[config.mk]
export PLATFORM = sky130hd
export DESIGN_NAME = ex_mem_arbiter
export DESIGN_NICKNAME = d
export VERILOG_FILES = /design/src/rtl/ex_mem_arbiter.sv
export SDC_FILE = /design/constraint.sdc
export NUM_CORES = 1
export LEC_CHECK = 0
export BUFFER_PORTS_ARGS = -buffer_cell sky130_fd_sc_hd__buf_4
export CAP_MARGIN = 20
export CORE_AREA = 4 4 128 130
export DETAILED_ROUTE_END_ITERATION = 8
export DIE_AREA = 0 0 132 134
export PLACE_DENSITY = 0.49
export REMOVE_ABC_BUFFERS = 1
export SYNTH_ARGS = -nofsm -noshare
export SYNTH_HDL_FRONTEND = slang
export SYNTH_SLANG_ARGS = --single-unit
export TNS_END_PERCENT = 30
[constraint.sdc]
create_clock -name clk -period 6.4 [get_ports clk]
set_clock_uncertainty 0.05 [all_clocks]
set_input_delay 0.32 -clock clk [delete_from_list [all_inputs] [get_ports clk]]
set_output_delay 0.32 -clock clk [all_outputs]
set_load 0.01 [all_outputs]
[src/rtl/ex_mem_arbiter.sv]
// Round-robin arbiter sharing the core's data-side rib port between ex (port 0)
// and the send/fire accelerators, with burst lock bounded by a fairness limit.
module ex_mem_arbiter #(
    parameter int unsigned NUM_REQ   = 3,
    parameter int unsigned MAX_BURST = 4,
    parameter int unsigned AW        = 32,
    parameter int unsigned DW        = 32
) (
    input  logic                  clk,
    input  logic                  rst,
    input  logic [NUM_REQ-1:0]    req_i,
    input  logic [NUM_REQ-1:0]    we_i,
    input  logic [NUM_REQ*AW-1:0] addr_i,
    input  logic [NUM_REQ*DW-1:0] wdata_i,
    output logic [NUM_REQ-1:0]    gnt_o,
    output logic [NUM_REQ-1:0]    ack_o,
    output logic [DW-1:0]         rdata_o,
    output logic [AW-1:0]         bus_addr_o,
    output logic [DW-1:0]         bus_wdata_o,
    output logic                  bus_req_o,
    output logic                  bus_we_o,
    input  logic [DW-1:0]         bus_rdata_i,
    input  logic                  bus_hold_i,
    output logic                  hold_ex_o
);

    localparam int unsigned IW = (NUM_REQ > 1) ? $clog2(NUM_REQ) : 1;
    localparam int unsigned CW = (MAX_BURST > 0) ? $clog2(MAX_BURST + 1) : 1;

    localparam logic [0:0] ST_IDLE = 1'b0;
    localparam logic [0:0] ST_OWN  = 1'b1;

    logic [0:0]         state_q, state_d;
    logic [NUM_REQ-1:0] gnt_q, gnt_d;
    logic [IW-1:0]      rr_ptr_q, rr_ptr_d;
    logic [CW-1:0]      burst_cnt_q, burst_cnt_d;

    logic [IW-1:0]      gidx;
    logic [IW-1:0]      nxt_ptr;
    logic [AW-1:0]      addr_mux;
    logic [DW-1:0]      wdata_mux;
    logic               we_mux;
    logic               own_req;
    logic               ack_any;
    logic               others;
    logic               burst_done;
    logic               cnt_sat;

    // First set request scanning upward from ptr, wrapping at NUM_REQ.
    function automatic logic [NUM_REQ-1:0] rr_pick(input logic [NUM_REQ-1:0] req,
                                                   input logic [IW-1:0]      ptr);
        logic [NUM_REQ-1:0] win;
        int unsigned        k;
        win = '0;
        for (int unsigned i = 0; i < NUM_REQ; i++) begin
            k = 32'(ptr) + i;
            if (k >= NUM_REQ) k = k - NUM_REQ;
            if (win == '0 && req[IW'(k)]) win[IW'(k)] = 1'b1;
        end
        return win;
    endfunction

    // Granted slot index and its bus payload; all-zero when nothing is granted.
    always_comb begin
        gidx      = '0;
        addr_mux  = '0;
        wdata_mux = '0;
        we_mux    = 1'b0;
        for (int unsigned i = 0; i < NUM_REQ; i++) begin
            if (gnt_q[i]) begin
                gidx      = IW'(i);
                addr_mux  = addr_i[i*AW +: AW];
                wdata_mux = wdata_i[i*DW +: DW];
                we_mux    = we_i[i];
            end
        end
    end

    assign nxt_ptr    = (32'(gidx) == NUM_REQ - 1) ? '0 : gidx + IW'(1);
    assign own_req    = |(gnt_q & req_i);
    assign ack_any    = own_req & ~bus_hold_i;
    assign others     = |(req_i & ~gnt_q);
    assign cnt_sat    = (32'(burst_cnt_q) >= MAX_BURST);
    // A saturated count still yields as soon as someone else is waiting.
    assign burst_done = (MAX_BURST != 0) && (32'(burst_cnt_q) + 32'd1 >= MAX_BURST);

    always_comb begin
        state_d     = state_q;
        gnt_d       = gnt_q;
        rr_ptr_d    = rr_ptr_q;
        burst_cnt_d = burst_cnt_q;
        case (state_q)
            ST_IDLE: begin
                if (|req_i) begin
                    state_d     = ST_OWN;
                    gnt_d       = rr_pick(req_i, rr_ptr_q);
                    burst_cnt_d = '0;
                end
            end
            ST_OWN: begin
                if (!own_req) begin
                    rr_ptr_d    = nxt_ptr;
                    gnt_d       = rr_pick(req_i, nxt_ptr);
                    state_d     = (|req_i) ? ST_OWN : ST_IDLE;
                    burst_cnt_d = '0;
                end else if (ack_any) begin
                    if (burst_done && others) begin
                        rr_ptr_d    = nxt_ptr;
                        gnt_d       = rr_pick(req_i & ~gnt_q, nxt_ptr);
                        burst_cnt_d = '0;
                    end else if (!cnt_sat) begin
                        burst_cnt_d = burst_cnt_q + CW'(1);
                    end
                end
            end
            default: begin
                state_d = ST_IDLE;
                gnt_d   = '0;
            end
        endcase
    end

    always_ff @(posedge clk) begin
        if (rst) begin
            state_q     <= ST_IDLE;
            gnt_q       <= '0;
            rr_ptr_q    <= '0;
            burst_cnt_q <= '0;
        end else begin
            state_q     <= state_d;
            gnt_q       <= gnt_d;
            rr_ptr_q    <= rr_ptr_d;
            burst_cnt_q <= burst_cnt_d;
        end
    end

    assign gnt_o       = gnt_q;
    assign ack_o       = gnt_q & req_i & {NUM_REQ{~bus_hold_i}};
    assign rdata_o     = bus_rdata_i;
    assign bus_req_o   = own_req;
    assign bus_we_o    = we_mux & own_req;
    assign bus_addr_o  = addr_mux;
    assign bus_wdata_o = wdata_mux;
    assign hold_ex_o   = req_i[0] & ~gnt_q[0];

endmodule
## After elaboration in Yosys (flattened, before gate mapping)

Cells that the tools add are included.

- Input bits: 233
- ROM bits: 0
- Memories kept: 0
- Bits in latches: 0
- Word-level logic and storage cells: 214
- RAM bits: 0
- Bits in registers: 9
- Output and inout port bits: 105

- Bitwise operators: 16
- Equal/unequal tests: 7
- Add/subtract/negate cells: 13
- $mul: 0
- Shift-type cells: 0
- Reductions and logical operators: 28
- $lt $le $gt $ge: 26
- Mux-type cells: 120
- Div/mod/pow operators: 0

Operator list:

| kind | count |
|---|---|
| $mux W32 | 6 |
| $mux W3 | 34 |
| $mux W2 | 35 |
| $lt A2 B3 Y1 const B | 9 |
| $mux W1 | 24 |
| $bmux W1 S2 | 9 |
| $demux W1 S2 | 9 |
| $ge A2 B1 Y1 const B | 9 |
| $logic_not A3 Y1 | 6 |
| $or A3 B3 Y3 | 6 |
| $logic_and A1 B1 Y1 | 16 |
| $ge A3 B2 Y1 const B | 4 |
| $pmux W3 S2 | 2 |
| $sub A2 B2 Y2 const B | 6 |
| $and A3 B3 Y3 | 3 |
| $reduce_and A3 Y1 | 3 |
| $reduce_or A3 Y1 | 3 |
| $add A2 B1 Y3 const B | 2 |
| $add A2 B2 Y3 const B | 2 |
| $ne A3 B2 Y1 const B | 2 |
| $add A3 B1 Y4 const B | 1 |
| $ge A2 B2 Y1 const B | 2 |
| $ge A4 B3 Y1 const B | 1 |
| $ne A2 B1 Y1 const B | 2 |
| other kinds (10) | 14 |

## Depth between registers and ports, before layout

Gate-level depths: netlist (run 1).

- Depth after elaboration: 33
- Gate-level depth with buffers: 8
- Depth with buffers taken out: 7

## Worst setup path before layout (run 1)

Ideal clock, no wire load.

- Path type: register to register
- Start point: register rr_ptr_q[0]
- End point: register gnt_q[0] (netlist: gnt_o[0])
- Buffers on the path: 1
- Clock period less this slack: 2.006 ns
- Required time: 6.276 ns
- Library setup time: 0.074 ns
- Setup slack: 4.394 ns
- Cell stages (with the launch flop): 9
- Arrival: 1.882 ns
- Cells stage by stage: dfxtp_1 inv_1 ha_1 clkbuf_1 or2_2 a21oi_1 or3_1 o211a_1 a31oi_1

- Word-level cells in the longest chain between the ends: 21
- Elaborated cells on any way between the ends: 53
- Classes of those cells: 5 x add/sub; 9 x order compare; 30 x mux; 2 x bitwise; 7 x reduce/logical

RTL lines:

| item | line | text |
|---|---|---|
| from (decl) | 35 | `logic [IW-1:0] rr_ptr_q, rr_ptr_d;` |
| from (signal assigned) | 132 | `rr_ptr_q <= rr_ptr_d;` |
| $sub A2 B2 Y2 or $ge A2 B2 Y1 (tied branches) | 57 | `if (k >= NUM_REQ) k = k - NUM_REQ;` |
| $mux W2 | 57 |  |
| $mux W2 | 94 | `if (\|req_i) begin` |
| $mux W2 | 92 | `case (state_q)` |
| $lt A2 B3 Y1 (implied by the code) or $ge A2 B1 Y1 (tied branches) | 58 | `if (win == '0 && req[IW'(k)]) win[IW'(k)] = 1'b1;` |
| $logic_and A1 B1 Y1 (implied by the code) | 58 |  |
| $mux W1 (implied by the code) | 58 |  |
| $demux W1 S2 | 58 |  |
| (+5 left out) | -- |  |
| $mux W3 | 58 |  |
| $mux W3 | 94 |  |
| $mux W3 | 92 |  |
| $logic_not A3 Y1 | 58 |  |
| $logic_and A1 B1 Y1 | 58 |  |
| $mux W3 (*) | 58 |  |
| $mux W3 (*) | 94 |  |
| $pmux W3 S2 (*) | 92 |  |
| to (signal assigned) | 131 | `gnt_q <= gnt_d;` |
| to (decl) | 34 | `logic [NUM_REQ-1:0] gnt_q, gnt_d;` |

Mark *: on every way between the ends. The rest lies on a longest branch, timed or not. The select of a mux whose other input is x is not followed.
A chain may end at the register's enable or synchronous reset.

## Final worst setup path (run 1)

- Start point: register gnt_q[1] (netlist: gnt_o[1])
- End point: output port bus_we_o

- Word-level cells in the longest chain between the ends: 3
- Elaborated cells on any way between the ends: 5
- Classes of those cells: 2 x mux; 2 x bitwise; 1 x reduce/logical

RTL lines:

| item | line | text |
|---|---|---|
| $and A3 B3 Y3 or $mux W1 (tied branches) | 80, 70 |  |
| $reduce_or A3 Y1 or $mux W1 (tied branches) | 80, 70 |  |
| $and A1 B1 Y1 (*) | 141 | `assign bus_we_o = we_mux & own_req;` |
| to (decl) | 21 | `output logic bus_we_o,` |

Mark *: on every way between the ends. The rest lies on a longest branch, timed or not.

==> results of run 1 <==
worst max path at each step:
stage,slack [ns],start,cells past startpoint,end
after CTS,3.33,gnt_o[1]$_SDFFE_PP0P_,8,bus_we_o
after detailed placement,3.58,gnt_o[1]$_SDFFE_PP0P_,6,bus_wdata_o[4]
final,3.35,gnt_o[1]$_SDFFE_PP0P_,8,bus_we_o
after floorplan,2.11,gnt_o[1]$_SDFFE_PP0P_,5,bus_we_o
after global routing,3.12,gnt_o[1]$_SDFFE_PP0P_,8,bus_we_o
after global placement,3.60,gnt_o[1]$_SDFFE_PP0P_,8,bus_we_o
flip-flops by register name (all words and copies together) (netlist names):
register and cells:
rr_ptr_q 2, burst_cnt_q 3, gnt_o 3, state_q 1
Yosys cell counts (2+ instances only):
library cell,instances
buf_1,4
nor4_1,2
a31oi_1,3
o21ai_0,70
inv_1,7
or3_1,2
a21o_1,2
xnor2_1,2
nand2b_1,2
o31ai_1,3
buf_2,3
buf_4,32
a21oi_1,5
nand2_1,78
clkbuf_1,29
nor2b_1,5
nand4_1,3
or4b_1,2
nor2_1,12
o31a_1,2
nor3_1,5
ha_1,5
o211ai_1,2
a21boi_0,3
a22oi_1,65
dfxtp_1,9
final cells by class:
cell class / instances / share of cell area, %
Clock buffer: 4 / 1.83
Inverter: 8 / 0.697
Multi-Input combinational cell: 293 / 39.6
Sequential cell: 9 / 4.30
Tap cell: 188 / 5.46
Timing Repair Buffer: 276 / 48.1
worst reg2reg max path: stages (launching register included):
cell       delay [ns]
dfxtp_2          0.45
a222oi_1         0.77
nor2_1           0.23
o31a_1           0.20
a2111oi_0        0.49
o2bb2ai_1        0.16
routing by layer:
layer / vias up / track usage [%] / share of wire [%]
met2: 192 / 25.2 / 50
met5: - / 2.22 / 0
met1: 1660 / 17.3 / 40
met4: 0 / 1.93 / 1.1
li1: 1779 / - / -
met3: 14 / 4.99 / 9.0
cells by family after synthesis:
group / count (synthesis) / share of synthesized area, %
flip-flops: 9 / 7.82
multiplexers: 1 / 0.435
AND/OR/NAND/NOR: 118 / 22.8
adder cells (fa/ha/maj): 5 / 2.72
AO/OA/AOI/OAI: 167 / 47.0
XOR/XNOR: 2 / 0.761
buffers and inverters: 78 / 18.5
stage by stage:
step	cell area, µm²	std cells	hold WS (ns)
2_1_floorplan	1910	310	0.339
3_3_place_gp	4230	774	0.452
3_5_place_dp	4230	774	0.470
4_1_cts	4310	778	0.275
5_1_grt	4310	778	0.284
6_report	4310	778	0.267
power by group:
group          internal (mW)  switching (mW)
logic                  0.241           0.227
clock network         0.0834          0.0284
registers             0.0615          0.0190
total                  0.386           0.275
==> impl_metrics.csv, run 1 <==
group,metric,value,unit
run_status,outcome,"completed",
detailed_routing,routed-via-count,3645,
yosys,yosysUniqueCellTypes,49,
clock_tree,cts_tree,"built",
setup_path,path_cells,"buf_4 -> nor2b_4 -> buf_4 -> a22oi_1 -> nor2_1 -> a21oi_1 -> nor2_1 -> buf_4",
sta,finalCritPeriodShare,47.7,%
hold_path,worstHoldPathCells,2,
setup_path,crit_buf_inv,3,
yosys,synth_area_leaders,"a22oi_1 21%, o21ai_0 15%, nand2_1 13%",
setup_path,cp_slowest_cell,"dfxtp_2",
yosys,synth-seq-cells,9,
placement,routabilityCongestion,0.893,
layout,syn_to_final_growth,87.0,%
setup_path,cp-end-kind,"output pin",
hold_path,holdPathEnd,"rr_ptr_q[0]$_SDFFE_PP0P_",
floorplan,die_w,132,µm
layout,layout_common_cells,"276 x buf_4, 78 x nand2_1, 70 x o21ai_0, 65 x a22oi_1, 12 x nor2_1",
yosys,synth_edf_count,0,
setup_path,cpMostUsedCell,"buf_4",
layout,final_common_cell,"buf_4",
pwr,p_total,0.661,mW
setup_path,r2r-end,"gnt_o[2]$_SDFFE_PP0P_",
floorplan,core_area,15100,µm²
clock_tree,clkTransAtPathRegs,0.04,ns
floorplan,die-area,17700,µm²
clock_tree,cts_sinks,9,
sta,rsz0062_at_grt,"no",
sta,slew_viol_final,0,
hold_path,hp-class,"in -> reg",
run,drv_cap,0,
global_routing,grt_overflow,0,
placement,dp_worst_setup_slack,3.58,ns
clock_tree,cts_max_path_buffers,2,
detailed_routing,wl,14.4,mm
clock_tree,cts_hold_buf,0,
setup_path,r2r_slack,3.97,ns
clock_tree,cts_setup_buffers,0,
floorplan,ios,338,
setup_path,cp.required,6.03,ns
placement,io_buffers,273,
setup_path,reg2regPathDepth,5,
yosys,syn_inst,380,
setup_path,max_stage_delay,0.61,ns
clock_tree,cts_max_level,1,
setup_path,crit_family,"buffers and inverters",
setup_path,critPathLaunchType,"register",
layout,fill_cells,1692,
sta,fin_crit,3.05,ns
detailed_routing,drc,0,
detailed_routing,ant_nets,0,
detailed_routing,drtIter0Drc,217,
layout,fin_util,28.4,%
sta,max_freq,0.328,GHz
sta,setup_violations,0,
layout,multi_input_area,1710,µm²
global_routing,grt_max_degree,101,
sta,setup-tns-final,0,ns
layout,drive_gt1_share,48.3,%
yosys,synth_area_leader_cell,"a22oi_1",
yosys,synth_warnings,0,
layout,ff_latch_area,185,µm²
placement,hpwl,11.6,mm
clock_tree,cts.root.buffer_cell,"clkbuf_16",
global_routing,grt_pass1_wl,20.7,mm
yosys,ys_seq_area_share,7.82,%
setup_path,cp.arrival,2.68,ns
setup_path,r2r-start,"gnt_o[1]$_SDFFE_PP0P_",
pwr,leakage,1.98,nW
yosys,synth_top_area_share,21.2,%
yosys,ys_async_sr_fraction,0,%
layout,final_nets,829,
pwr,ir_drop,0.0964,mV
global_routing,antenna_found_initial,0,
pwr,power.density,153,nW/µm²
clock_tree,clk_latency,0.24,ns
sta,setup_slack,3.35,ns
floorplan,die_y,134,µm
detailed_routing,post_drt_wl_per_cell,18.5,µm
floorplan,initial_core_util,15.2,%
detailed_routing,via_per_inst,4.69,
layout,num_antenna_cells,0,
setup_path,cp_max_fo,52,
sta,finalHoldViolations,0,
clock_tree,cts_buffers,3,
floorplan,rows,45,
global_routing,first_global_vias,3530,
yosys,avgSynthCellArea,6.06,µm²
yosys,synth-main-ff-cell,"dfxtp_1",
sta,slew_headroom,42.4,%
yosys,synth_area,2300,µm²
sta,worst_pin_slew,0.864,ns
clock_tree,cts_resized,0,
hold_path,hp-start,"rst",
setup_path,path_class,"reg -> out",
detailed_routing,drtPass1Iterations,6,
global_routing,grt_usage,14.4,%
Note: power is estimated with default switching activity, not from simulation.
==> run 2: changes to the inputs <==
- clock period: 6.4 -> 3 ns (I/O delays scaled with it)
==> impl_metrics.csv, run 2 (same netlist as run 1, synthesis figures left out) <==
group,metric,value,unit
floorplan,rows,45,
detailed_routing,routed-via-count,3644,
setup_path,r2r_slack,0.78,ns
layout,finish.cell_count_without_fillers,779,
sta,setup-tns-final,0,ns
global_routing,grt_overflow,0,
layout,layout_common_cells,"276 x buf_4, 78 x nand2_1, 70 x o21ai_0, 65 x a22oi_1, 12 x nor2_1",
detailed_routing,drtPass1Iterations,7,
hold_path,hp-start,"rst",
placement,io_buffers,273,
layout,ff_latch_area,185,µm²
sta,finalHoldViolations,0,
layout,drive_gt1_share,48.4,%
floorplan,die-area,17700,µm²
floorplan,initial_core_util,15.2,%
clock_tree,cts_tree,"built",
setup_path,r2r-end,"gnt_o[2]$_SDFFE_PP0P_",
floorplan,die_w,132,µm
sta,rsz0062_at_grt,"no",
sta,worst_pin_slew,1.08,ns
global_routing,grt_usage,14.3,%
setup_path,cp_max_fo,126,
run,drv_cap,0,
pwr,ir_drop,0.261,mV
pwr,power.density,330,nW/µm²
clock_tree,cts_max_path_buffers,2,
clock_tree,cts_setup_buffers,0,
sta,holdWs,0.0935,ns
setup_path,cp-end-kind,"output pin",
clock_tree,cts.root.buffer_cell,"clkbuf_16",
layout,final_nets,830,
setup_path,reg2regPathDepth,7,
global_routing,first_global_vias,3421,
clock_tree,cts_buffers,3,
detailed_routing,drtIter0Drc,277,
pwr,leakage,1.99,nW
global_routing,grt_max_degree,127,
clock_tree,cts_sinks,9,
placement,hpwl,11.5,mm
hold_path,hp-class,"in -> reg",
sta,fin_crit,2.26,ns
sta,slew_viol_final,0,
hold_path,worstHoldPathCells,2,
global_routing,grt_pass1_wl,20.2,mm
setup_path,critPathLaunchType,"register",
clock_tree,clk_latency,0.24,ns
sta,setup_violations,0,
detailed_routing,drc,0,
detailed_routing,via_per_inst,4.68,
sta,max_freq,0.443,GHz
clock_tree,cts_max_level,1,
layout,fill_cells,1663,
floorplan,ios,338,
clock_tree,cts_hold_buf,0,
floorplan,die_y,134,µm
placement,routabilityCongestion,0.924,
setup_path,cp.required,2.80,ns
setup_path,path_class,"reg -> out",
floorplan,core_area,15100,µm²
run_status,outcome,"completed",
clock_tree,clkTransAtPathRegs,0.04,ns
setup_path,r2r-start,"rr_ptr_q[0]$_SDFFE_PP0P_",
layout,final_common_cell,"buf_4",
detailed_routing,wl,14.3,mm
hold_path,holdPathEnd,"rr_ptr_q[0]$_SDFFE_PP0P_",
layout,fin_util,28.6,%
sta,slew_headroom,28.2,%
setup_path,cp.arrival,2.06,ns
global_routing,antenna_found_initial,0,
detailed_routing,post_drt_wl_per_cell,18.3,µm
placement,dpl.cell_count,775,
detailed_routing,ant_nets,0,
layout,num_antenna_cells,0,
sta,finalCritPeriodShare,75.2,%
layout,multi_input_area,1710,µm²
clock_tree,cts_resized,0,
layout,syn_to_final_growth,87.8,%
==> run 2: changes by cell type in the layout (fill, tap and decap cells not counted), sizes merged <==
| cell | change |
|---|---|
| buf | +1 |
==> run 2: final cells by class <==
cell class                 instances  area share, %
inverter                           8          0.694
multi-input combinational        293           39.4
tap                              188           5.44
clock buffer                       4           1.82
sequential                         9           4.28
timing repair buffer             277           48.4
==> run 2: critical path, cell delays in order, from the launching register on <==
cell     delay [ns]
dfxtp_4        0.42
buf_4          0.81
nor2_1         0.11
a21oi_1        0.15
nor2_1         0.06
buf_4          0.18
==> run 2: where the power goes <==
group / internal [mW] / switching (mW) / total, mW
Sequential: 0.131 / 0.0164 / 0.148
Combinational: 0.523 / 0.511 / 1.03
Clock: 0.178 / 0.0656 / 0.244
==> run 2: worst max path at each step <==
stage | start | to | slack [ns] | cells past startpoint
5_1_grt | gnt_o[2]$_SDFFE_PP0P_ | bus_we_o | 0.52 | 5
3_5_place_dp | rr_ptr_q[0]$_SDFFE_PP0P_ | gnt_o[2]$_SDFFE_PP0P_ | 0.84 | 7
3_3_place_gp | rr_ptr_q[0]$_SDFFE_PP0P_ | gnt_o[2]$_SDFFE_PP0P_ | 0.86 | 7
6_report | gnt_o[2]$_SDFFE_PP0P_ | bus_we_o | 0.74 | 5
4_1_cts | gnt_o[2]$_SDFFE_PP0P_ | bus_wdata_o[25] | 0.71 | 4
2_1_floorplan | gnt_o[1]$_SDFFE_PP0P_ | bus_we_o | -1.12 | 5
==> run 2: metal layers <==
| layer | part of all wire [%] | up-vias | GRT usage [%] |
|---|---|---|---|
| li1 | - | 1785 | - |
| met1 | 40 | 1656 | 17.2 |
| met2 | 49 | 193 | 24.3 |
| met3 | 9.7 | 10 | 5.14 |
| met4 | 1.2 | 0 | 2.80 |
| met5 | 0 | - | 2.22 |
==> run 2: metrics by stage <==
step | power (mW) | worst slack [ns] | instance area (µm²)
floorplan | 0.595 | -1.12 | 1910
global placement | 1.18 | 0.859 | 4250
detailed placement | 1.19 | 0.842 | 4250
CTS | 1.44 | 0.714 | 4330
global route | 1.52 | 0.521 | 4330
finish | 1.43 | 0.744 | 4330
==> run 3: changes to the inputs <==
- clock period: 3 -> 2.3 ns (I/O delays scaled with it)
==> impl_metrics.csv, run 3 (same netlist as run 1, synthesis figures left out) <==
group,metric,value,unit
run_status,outcome,"completed",
sta,slew_headroom,46.7,%
setup_path,crit_buf_inv,1,
sta,setup-tns-final,0,ns
sta,worst_pin_slew,0.800,ns
sta,setup_violations,0,
detailed_routing,ant_nets,0,
pwr,ir_drop,0.273,mV
detailed_routing,wl_met1,5.77,mm
setup_path,path_class,"reg -> reg",
layout,num_antenna_cells,0,
detailed_routing,met2_length,7.23,mm
clock_tree,cts_tree,"built",
pwr,power.density,429,nW/µm²
clock_tree,cts.root.buffer_cell,"clkbuf_16",
clock_tree,clkTransAtPathRegs,0.04,ns
layout,final_nets,837,
setup_path,path_cells,"inv_1 -> ha_2 -> mux2i_1 -> o22ai_1 -> a311oi_1 -> o41ai_1 -> o2bb2ai_1",
sta,finalHoldViolations,0,
clock_tree,cts_buffers,3,
run,drv_cap,0,
floorplan,core_area,15100,µm²
hold_path,hp-class,"in -> reg",
floorplan,die-area,17700,µm²
floorplan,initial_core_util,15.2,%
sta,finalCritPeriodShare,90.6,%
layout,drive_gt1_share,49.2,%
clock_tree,cts_max_path_buffers,2,
detailed_routing,wl_met3,1.44,mm
setup_path,cp-end-kind,"register",
setup_path,cp.arrival,2.15,ns
sta,fin_crit,2.08,ns
clock_tree,cts_hold_buf,0,
floorplan,rows,45,
detailed_routing,routed-via-count,3679,
detailed_routing,drc,0,
sta,max_freq,0.480,GHz
sta,rsz0062_at_grt,"no",
placement,dp_worst_setup_slack,0.169,ns
global_routing,grt_max_degree,92,
floorplan,die_y,134,µm
global_routing,grt_pass1_wl,20.8,mm
setup_path,cp_slowest_cell,"ha_2",
setup_path,critPathLaunchType,"register",
global_routing,first_global_vias,3477,
layout,syn_to_final_growth,90.2,%
setup_path,cp.required,2.36,ns
detailed_routing,via_per_inst,4.68,
detailed_routing,top_layer_used,"met4",
detailed_routing,drtIter0Drc,231,
detailed_routing,drtPass1Iterations,8,
detailed_routing,wl,14.5,mm
setup_path,cp_max_fo,10,
clock_tree,cts_max_level,1,
detailed_routing,post_drt_wl_per_cell,18.4,µm
sta,slew_viol_final,0,
clock_tree,clk_latency,0.23,ns
layout,layout_common_cells,"283 x buf_4, 78 x nand2_1, 70 x o21ai_0, 65 x a22oi_1, 12 x nor2_1",
setup_path,max_stage_delay,0.42,ns
floorplan,die_w,132,µm
global_routing,grt_usage,14.5,%
global_routing,grt_overflow,0,
placement,io_buffers,273,
sta,setup_slack,0.215,ns
setup_path,crit_family,"compound AO/OA/AOI/OAI gates",
placement,hpwl,11.8,mm
global_routing,antenna_found_initial,0,
placement,routabilityCongestion,0.834,
layout,fin_util,28.9,%
layout,final_common_cell,"buf_4",
clock_tree,cts_sinks,9,
floorplan,ios,338,
pwr,leakage,2.02,nW
==> run 3: changes by cell type in the layout (fill, tap and decap cells not counted), sizes merged <==
| cell | before | now |
|---|---|---|
| buf | 277 | 284 |
==> run 3: final timing paths <==
| kind | to | slack, ns | from | depth (start not counted) |
|---|---|---|---|---|
| min reg2reg | rr_ptr_q[1]$_SDFFE_PP0P_ | 0.47 | rr_ptr_q[1]$_SDFFE_PP0P_ | 2 |
| max | gnt_o[2]$_SDFFE_PP0P_ | 0.22 | rr_ptr_q[0]$_SDFFE_PP0P_ | 7 |
| min | rr_ptr_q[0]$_SDFFE_PP0P_ | 0.06 | rst | 2 |
| max reg2reg | gnt_o[2]$_SDFFE_PP0P_ | 0.22 | rr_ptr_q[0]$_SDFFE_PP0P_ | 7 |
==> run 3: layout make-up <==
class,instances,area [µm²]
repair buffers,284,2140
well taps,188,235
flip-flops and latches,9,185
multi-input cells,293,1710
fillers,1689,10800
inverters,8,30.0
clock buffers,4,78.8
==> run 3: routing by layer <==
metal,vias up,global-route usage (%)
met3,4,5.44
li1,1795,-
met5,-,2.22
met4,0,0.992
met1,1696,17.8
met2,184,25.0
==> run 3: worst reg2reg max path: stages (launching register included) <==
cell	delay, ns
dfxtp_1	0.37
inv_1	0.08
ha_2	0.42
mux2i_1	0.22
o22ai_1	0.10
a311oi_1	0.41
o41ai_1	0.16
o2bb2ai_1	0.15
==> run 3: power by group <==
group	leakage (nW)	total, mW	switching (mW)	internal [mW]
combinational	1.91	1.38	0.683	0.702
clock	0.0382	0.312	0.0795	0.232
sequential	0.0748	0.185	0.0142	0.171
==> run 3: what timing repair did <==
item,4_1_cts,5_1_grt
setup buffers,0,3
endpoints found under the setup margin,0,1
resized for setup,0,1
==> run 3: metrics by stage <==
step / std cells / cell area, µm² / hold WS (ns) / power (mW)
2_1_floorplan: 310 / 1910 / 0.134 / 0.777
3_3_place_gp: 779 / 4280 / 0.180 / 1.55
3_5_place_dp: 779 / 4280 / 0.180 / 1.56
4_1_cts: 783 / 4360 / 0.0717 / 1.88
5_1_grt: 786 / 4380 / 0.0775 / 2.02
6_report: 786 / 4380 / 0.0576 / 1.88
